File: src/rtl/row_matrix_scanner.sv
// Scans an 8x8 playfield array onto one-hot row drivers with a blanking gap
// between rows. Optional display blinking is enabled by defining BLINK_EN.
module row_matrix_scanner #(
   parameter int DWELL_CYCLES   = 50000,
   parameter int BLANK_CYCLES   = 16,
   parameter int BLINK_DIV_LOG2 = 24
) (
   input  logic       clk,
   input  logic       reset,
   input  logic       wr_en,
   input  logic [2:0] wr_row,
   input  logic [7:0] wr_data,
   input  logic       clr,
`ifdef BLINK_EN
   input  logic       blink,
`endif
   output logic [7:0] row_sel,
   output logic [7:0] col_data,
   output logic [2:0] scan_row,
   output logic       frame_start
);

   localparam int MAX_CNT = (DWELL_CYCLES > BLANK_CYCLES) ? DWELL_CYCLES : BLANK_CYCLES;
   localparam int CNT_W   = $clog2(MAX_CNT + 1);

   localparam logic [CNT_W-1:0] DWELL_LAST = CNT_W'(DWELL_CYCLES - 1);
   // With no blank gap, BLANK is only visited once, straight after reset.
   localparam logic [CNT_W-1:0] BLANK_LAST =
      (BLANK_CYCLES > 0) ? CNT_W'(BLANK_CYCLES - 1) : '0;

   if (DWELL_CYCLES < 1 || BLANK_CYCLES < 0 || BLINK_DIV_LOG2 < 1) begin : g_bad_param
      $error("row_matrix_scanner: illegal parameter value");
   end

   typedef enum logic {
      ST_BLANK = 1'b0,
      ST_DRIVE = 1'b1
   } state_e;

   state_e           state_q, state_d;
   logic [CNT_W-1:0] cnt_q, cnt_d;
   logic [2:0]       scan_row_q, scan_row_d;
   logic [7:0]       shadow_q, shadow_d;
   logic [7:0]       array_q [8];
   logic [7:0]       array_d [8];
   logic [2:0]       next_row;
   logic             drive;
   logic             blink_mask;

   // Playfield array: clear wins over a same-cycle row write.
   always_comb begin
      array_d = array_q;
      if (clr) begin
         for (int i = 0; i < 8; i++) begin
            array_d[i] = 8'h00;
         end
      end else if (wr_en) begin
         array_d[wr_row] = wr_data;
      end
   end

   // Scan FSM. The shadow register is loaded on the edge that enters DRIVE
   // from the array as it stood before that edge, so the driven row never tears.
   always_comb begin
      state_d    = state_q;
      cnt_d      = cnt_q + CNT_W'(1);
      scan_row_d = scan_row_q;
      shadow_d   = shadow_q;
      next_row   = scan_row_q + 3'd1;
      case (state_q)
         ST_BLANK: begin
            if (cnt_q == BLANK_LAST) begin
               state_d  = ST_DRIVE;
               cnt_d    = '0;
               shadow_d = array_q[scan_row_q];
            end
         end
         ST_DRIVE: begin
            if (cnt_q == DWELL_LAST) begin
               cnt_d      = '0;
               scan_row_d = next_row;
               if (BLANK_CYCLES == 0) begin
                  state_d  = ST_DRIVE;
                  shadow_d = array_q[next_row];
               end else begin
                  state_d  = ST_BLANK;
               end
            end
         end
         default: begin
            state_d = ST_BLANK;
            cnt_d   = '0;
         end
      endcase
   end

   always_ff @(posedge clk) begin
      if (reset) begin
         state_q    <= ST_BLANK;
         cnt_q      <= '0;
         scan_row_q <= 3'd0;
         shadow_q   <= 8'h00;
         for (int i = 0; i < 8; i++) begin
            array_q[i] <= 8'h00;
         end
      end else begin
         state_q    <= state_d;
         cnt_q      <= cnt_d;
         scan_row_q <= scan_row_d;
         shadow_q   <= shadow_d;
         array_q    <= array_d;
      end
   end

`ifdef BLINK_EN
   logic [BLINK_DIV_LOG2-1:0] blink_cnt_q, blink_cnt_d;

   always_comb begin
      blink_cnt_d = blink_cnt_q + BLINK_DIV_LOG2'(1);
   end

   always_ff @(posedge clk) begin
      if (reset) begin
         blink_cnt_q <= '0;
      end else begin
         blink_cnt_q <= blink_cnt_d;
      end
   end

   // Blinking only darkens the columns; row timing is left untouched.
   assign blink_mask = blink & blink_cnt_q[BLINK_DIV_LOG2-1];
`else
   assign blink_mask = 1'b0;
`endif

   assign drive       = (state_q == ST_DRIVE);
   assign row_sel     = drive ? (8'd1 << scan_row_q) : 8'd0;
   assign col_data    = (drive && !blink_mask) ? shadow_q : 8'd0;
   assign scan_row    = scan_row_q;
   assign frame_start = drive && (cnt_q == '0) && (scan_row_q == 3'd0);

   a_row_sel_onehot0 : assert property (@(posedge clk) disable iff (reset)
      $onehot0(row_sel));
   a_dark_when_blank : assert property (@(posedge clk) disable iff (reset)
      (row_sel == 8'h00) |-> (col_data == 8'h00));

endmodule

File: config.mk
export PLATFORM = sky130hd
export DESIGN_NAME = row_matrix_scanner
export DESIGN_NICKNAME = d
export VERILOG_FILES = /design/src/rtl/row_matrix_scanner.sv
export SDC_FILE = /design/constraint.sdc
export NUM_CORES = 1
export LEC_CHECK = 0
export CORE_AREA = 2 2 101 128
export DETAILED_ROUTE_END_ITERATION = 8
export DIE_AREA = 0 0 103 130
export PLACE_DENSITY = 0.63
export SKIP_CTS_REPAIR_TIMING = 1
export SLEW_MARGIN = 20
export SYNTH_ARGS = -nofsm -noshare
export SYNTH_HDL_FRONTEND = slang
export SYNTH_SLANG_ARGS = --single-unit
File: constraint.sdc
create_clock -name clk -period 2.1 [get_ports clk]
set_input_delay 0.21 -clock clk [delete_from_list [all_inputs] [get_ports clk]]
set_output_delay 0.21 -clock clk [all_outputs]
set_load 0.01 [all_outputs]
======== Yosys cells after proc, flatten, opt, wreduce, memory -nomap -nowiden ========
Index checks and enable logic that the tools add are counted.
operators by class
  eq/ne operators ......................... 2
  bitwise gates (word level) .............. 3
  mux-type cells .......................... 14
  shift-type cells ........................ 1
  reductions and logical operators ........ 8
  add/subtract/negate cells ............... 2
  order comparisons ....................... 3
operators with widths
  cell                   number
  $bwmux 64              1
  $mux 8                 5
  $mux 16                2
  $pmux 16 s2            1
  $bmux 8 s3             1
  $demux 8 s3            1
  $add 16x1->16 const B  1
  $eq 16x16->1 const B   1
  $eq 16x4->1 const B    1
  $logic_not 16->1       1
  $ge 4x4->1 const B     2
  $not 3->4              2
  $shl 1x3->8 const A    1
  $lt 4x1->1 const B     1
  $reduce_and 2->1       2
  $add 3x1->3 const B    1
  $logic_and 1x1->1      3
  $logic_not 3->1        1
  $mux 1                 2
  $pmux 1 s2             1
  $reduce_or 2->1        1
  $not 1->1              1
word-level totals
  register bits after elaboration ......... 92
  bits of input ports ..................... 15
  logic and storage cells ................. 45

======== Longest topological paths before layout ========
  depth in word-level cells ............... 6
  gate-level depth with buffers ........... 7
  mapped depth without buffers ............ 5

======== Least setup slack after synthesis ========
Ideal clock, no wire load.
  path type ............................... register -> register
  start point ............................. register scan_row_q[1], in the netlist scan_row[1]
  end point ............................... register scan_row_q[1], in the netlist scan_row[1]
  data arrival time ....................... 1,998 ps
  buffers on the path ..................... 2
  stages on the path, launching flop included .. 7
  required time ........................... 2,013 ps
  path slack .............................. 14 ps
  clock period less this slack ............ 2,086 ps
  path through ............................ dfxtp_1 > clkbuf_1 > clkbuf_1 > inv_1 > ha_1 > or4b_1 > o31ai_1
between the ends
  longest elaborated chain between the ends .. 1
RTL lines
  element                 RTL line  RTL
  start, declared         42        logic [2:0] scan_row_q, scan_row_d;
  start signal, assigned  109       scan_row_q <= scan_row_d;
  $add 3x1->3             69        next_row = scan_row_q + 3'd1;
  via next_row[1]         46        logic [2:0] next_row;
The timed path passes the listed nets, and every way through them passes these cells.
A chain may end at the register's enable or synchronous reset.

======== Final worst setup path ========
  start point ............................. register scan_row_q[1], in the netlist scan_row[1]
  end point ............................... output row_sel[6]
between the ends
  longest elaborated chain between the ends .. 2
RTL lines
  element        RTL line  RTL
  $shl 1x3->8    137       assign row_sel = drive ? (8'd1 << scan_row_q) : 8'd0;
  $mux 8         137
  end, declared  17        output logic [7:0] row_sel,
Every way passes these cells.

==> metrics.csv <==
stage;metric;value;unit
cts;CTS Buffer Depth;2;
route;Vias/cell;4.99;
timing;Hold Vio Cnt, Final;0;
worst_setup_path;slowest cell delay on critical path;0.53;ns
route;initial DRC count;138;
timing;Worst Clk Skew;0.00913;ns
route;# DRC;0;
floorplanning;die area;13400;µm²
synthesis;Main synth FF type;dfxtp_1;
global_routing;vias in the first global route;3313;
synthesis;Seq/Total Area, Yosys;0.442;
synthesis;Ys Warns;0;
worst_setup_path;Worst setup EP type;primary output;
timing;Worst Setup Slack, final;0.119;ns
placement;DP Worst Slack;0.214;ns
timing;Setup TNS;0;ns
synthesis;Yosys top cell area share;0.442;
global_routing;grt met3 use;0.0327;
synthesis;Mapped Avg Cell Area;8.72;µm²
timing;Setup Viol. Count Final;0;
cells_and_area;area grow syn2layout;24.1;%
cells_and_area;layout cells sized above 1;0.129;
floorplanning;Site Rows;46;
global_routing;initial antenna violation count;0;
synthesis;Synth area leader;dfxtp_1;
worst_setup_path;CP startpoint kind;register;
placement;port buffer count;34;
timing;relative slew slack;0.563;
placement;placed insts;669;
cts;Clock Latency Late Sink;0.34;ns
route;DR pass1 iterations;5;
cts;CTS tree;done;
synthesis;Post-Syn Nets;501;
floorplanning;io pins;35;
synthesis;EDFF count, synth;0;
worst_setup_path;Crit Path Max Fanout;3;
cts;cts bufs inserted;9;
worst_setup_path;worst flop-to-flop path startpoint;cnt_q[6];
placement;Post-DP Area;4760;µm²
global_routing;GRT busiest layer;met2;
cts;clock-pin transition on the worst setup and hold timing paths;0.07;ns
global_routing;largest net degree at the start of global routing;65;
synthesis;cells after synthesis;478;
synthesis;post-synth cell types;41;
worst_hold_path;worst hold path type;reg2reg;
route;mean routed wirelength per cell;14.7;µm
synthesis;synthesized area;4170;µm²
worst_setup_path;cell-by-cell trace of the critical path;buf_12, buf_4, ha_1, and3_1, clkdlybuf4s50_1;
power_and_ir_drop;pwr dens;736;nW/µm²
global_routing;met1 Track Usage GR;0.191;
timing;post-route clock period utilization;0.943;
route;total wire length;10.1;mm
synthesis;top-count cell post-synth;nand2_1;
floorplanning;die extent in x;103;µm
synthesis;top cells by area, synth;dfxtp_1, nand2_1, mux4_2, a21oi_1, mux2i_1;
outcome;status;finished, final reports clean;
synthesis;Yosys reg bits;92;
cells_and_area;# diodes;0;
worst_setup_path;kind of critical path;reg2out;
worst_hold_path;Hold Startpoint;array_q[57];
timing;unrepaired setup endpoints after global routing;no;
global_routing;GRT Util Overall;0.157;
timing;worst slew pin tran;0.655;ns
route;ANT nets after route;0;
job;# Max-Cap Violations;0;
cells_and_area;final non-filler cell total;688;
cts;CTS H-tree depth;3;
synthesis;commonest cells in the synthesized netlist;nand2_1, dfxtp_1, a21oi_1;
floorplanning;Core Box Area;12300;µm²
global_routing;GRT overflow;0;
power_and_ir_drop;Worst VDD drop;0.399;mV
worst_setup_path;Crit-path slowest cell;clkdlybuf4s50_1;
worst_setup_path;Worst Path Arrival;1.77;ns
timing;Max Clock Freq;0.505;GHz
synthesis;FFs w/ async S/R, synth;0;
floorplanning;Die Ht;130;µm
route;Vias;3430;
global_routing;met2 Use GR;0.272;
placement;gpl congestion;0.804;
timing;fin crit period;1.98;ns
timing;Slew Viols, Final;0;
worst_setup_path;Setup crit start;scan_row[1];
cells_and_area;Finished Cell Area;5170;µm²
cts;CTS sink cnt;92;
worst_setup_path;CP Data Required Time;1.89;ns
placement;HPWL after DPL;6.89;mm
power_and_ir_drop;Leakage Power;1.78;nW
cells_and_area;nets;538;
cts;CTS root buffer;clkbuf_16;
global_routing;first-pass GRT wire length;16.1;mm
floorplanning;Initial Utilization;0.338;
[registers in the layout, summed over array words and instances (netlist names)]
register,cells
array_q,64
cnt_q,16
shadow_q,8
scan_row,3
drive,1
[layout by cell type, fill, tap and decap left out, drive strengths merged, types with 7 or more instances in the layout]
cell type / count
xnor2: 13
a22o: 8
mux2i: 16
nand3: 7
mux4: 16
clkbuf: 11
dfxtp: 92
inv: 9
nor2: 28
a21oi: 50
ha: 8
nor3: 21
clkdlybuf4s50: 31
nand2: 127
and2: 13
buf: 22
[where the power goes]
| part | internal, mW | switching (mW) | total (mW) |
|---|---|---|---|
| combinational | 0.0631 | 0.0994 | 0.163 |
| sequential | 1.76 | 0.0107 | 1.77 |
| clock | 1.18 | 0.700 | 1.88 |
| total | 3.00 | 0.810 | 3.81 |
[through the flow]
step                utilization  hold WS, ns  total power, mW
CTS                       0.415        0.456             3.84
floorplan                     -        0.395             1.90
global route              0.420        0.469             3.93
global placement          0.387        0.439             1.97
finish                    0.420        0.454             3.81
detailed placement        0.387        0.446             1.97
[critical path, delay by kind of cell (launching register included)]
kind	cells	cell delay, ns
fa+ha+maj	1	0.14
flops	1	0.38
buf+inv	3	0.75
simple gates	1	0.15
[cell families (layout without fill, tap and decap cells)]
group / count (synthesis) / count (layout) / synth area share
and+or+nand+nor: 229 / 229 / 0.250
AOI/OAI and AO/OA: 64 / 64 / 0.0918
muxes: 32 / 32 / 0.125
DFF: 92 / 92 / 0.442
adders and majority gates: 8 / 8 / 0.0240
xor gates and xnor gates: 14 / 14 / 0.0294
buffers and inverters: 39 / 81 / 0.0384
[final cells by class]
type                    instances  area (µm²)
multi-input cells             347        2180
clock buffers                  10         229
flip-flops and latches         92        1850
inverters                       8        30.0
repair buffers                 57         563
well taps                     168         210
clock inverters                 6         119
fillers                      1213        7140
[metal layers]
layer	part of all wire	vias up	wire, µm
li1	-	1698	-
met1	0.42	1633	4250
met2	0.52	87	5260
met3	0.040	12	406
met4	0.017	0	169
met5	0	-	0
[final timing paths]
| kind | end | slack, ns | cells past startpoint |
|---|---|---|---|
| min | array_q[57] | 0.45 | 2 |
| max reg2reg | cnt_q[14] | 0.21 | 4 |
| min reg2reg | array_q[57] | 0.45 | 2 |
| max | row_sel[6] | 0.12 | 5 |
Power figures use the tool's default switching activity.
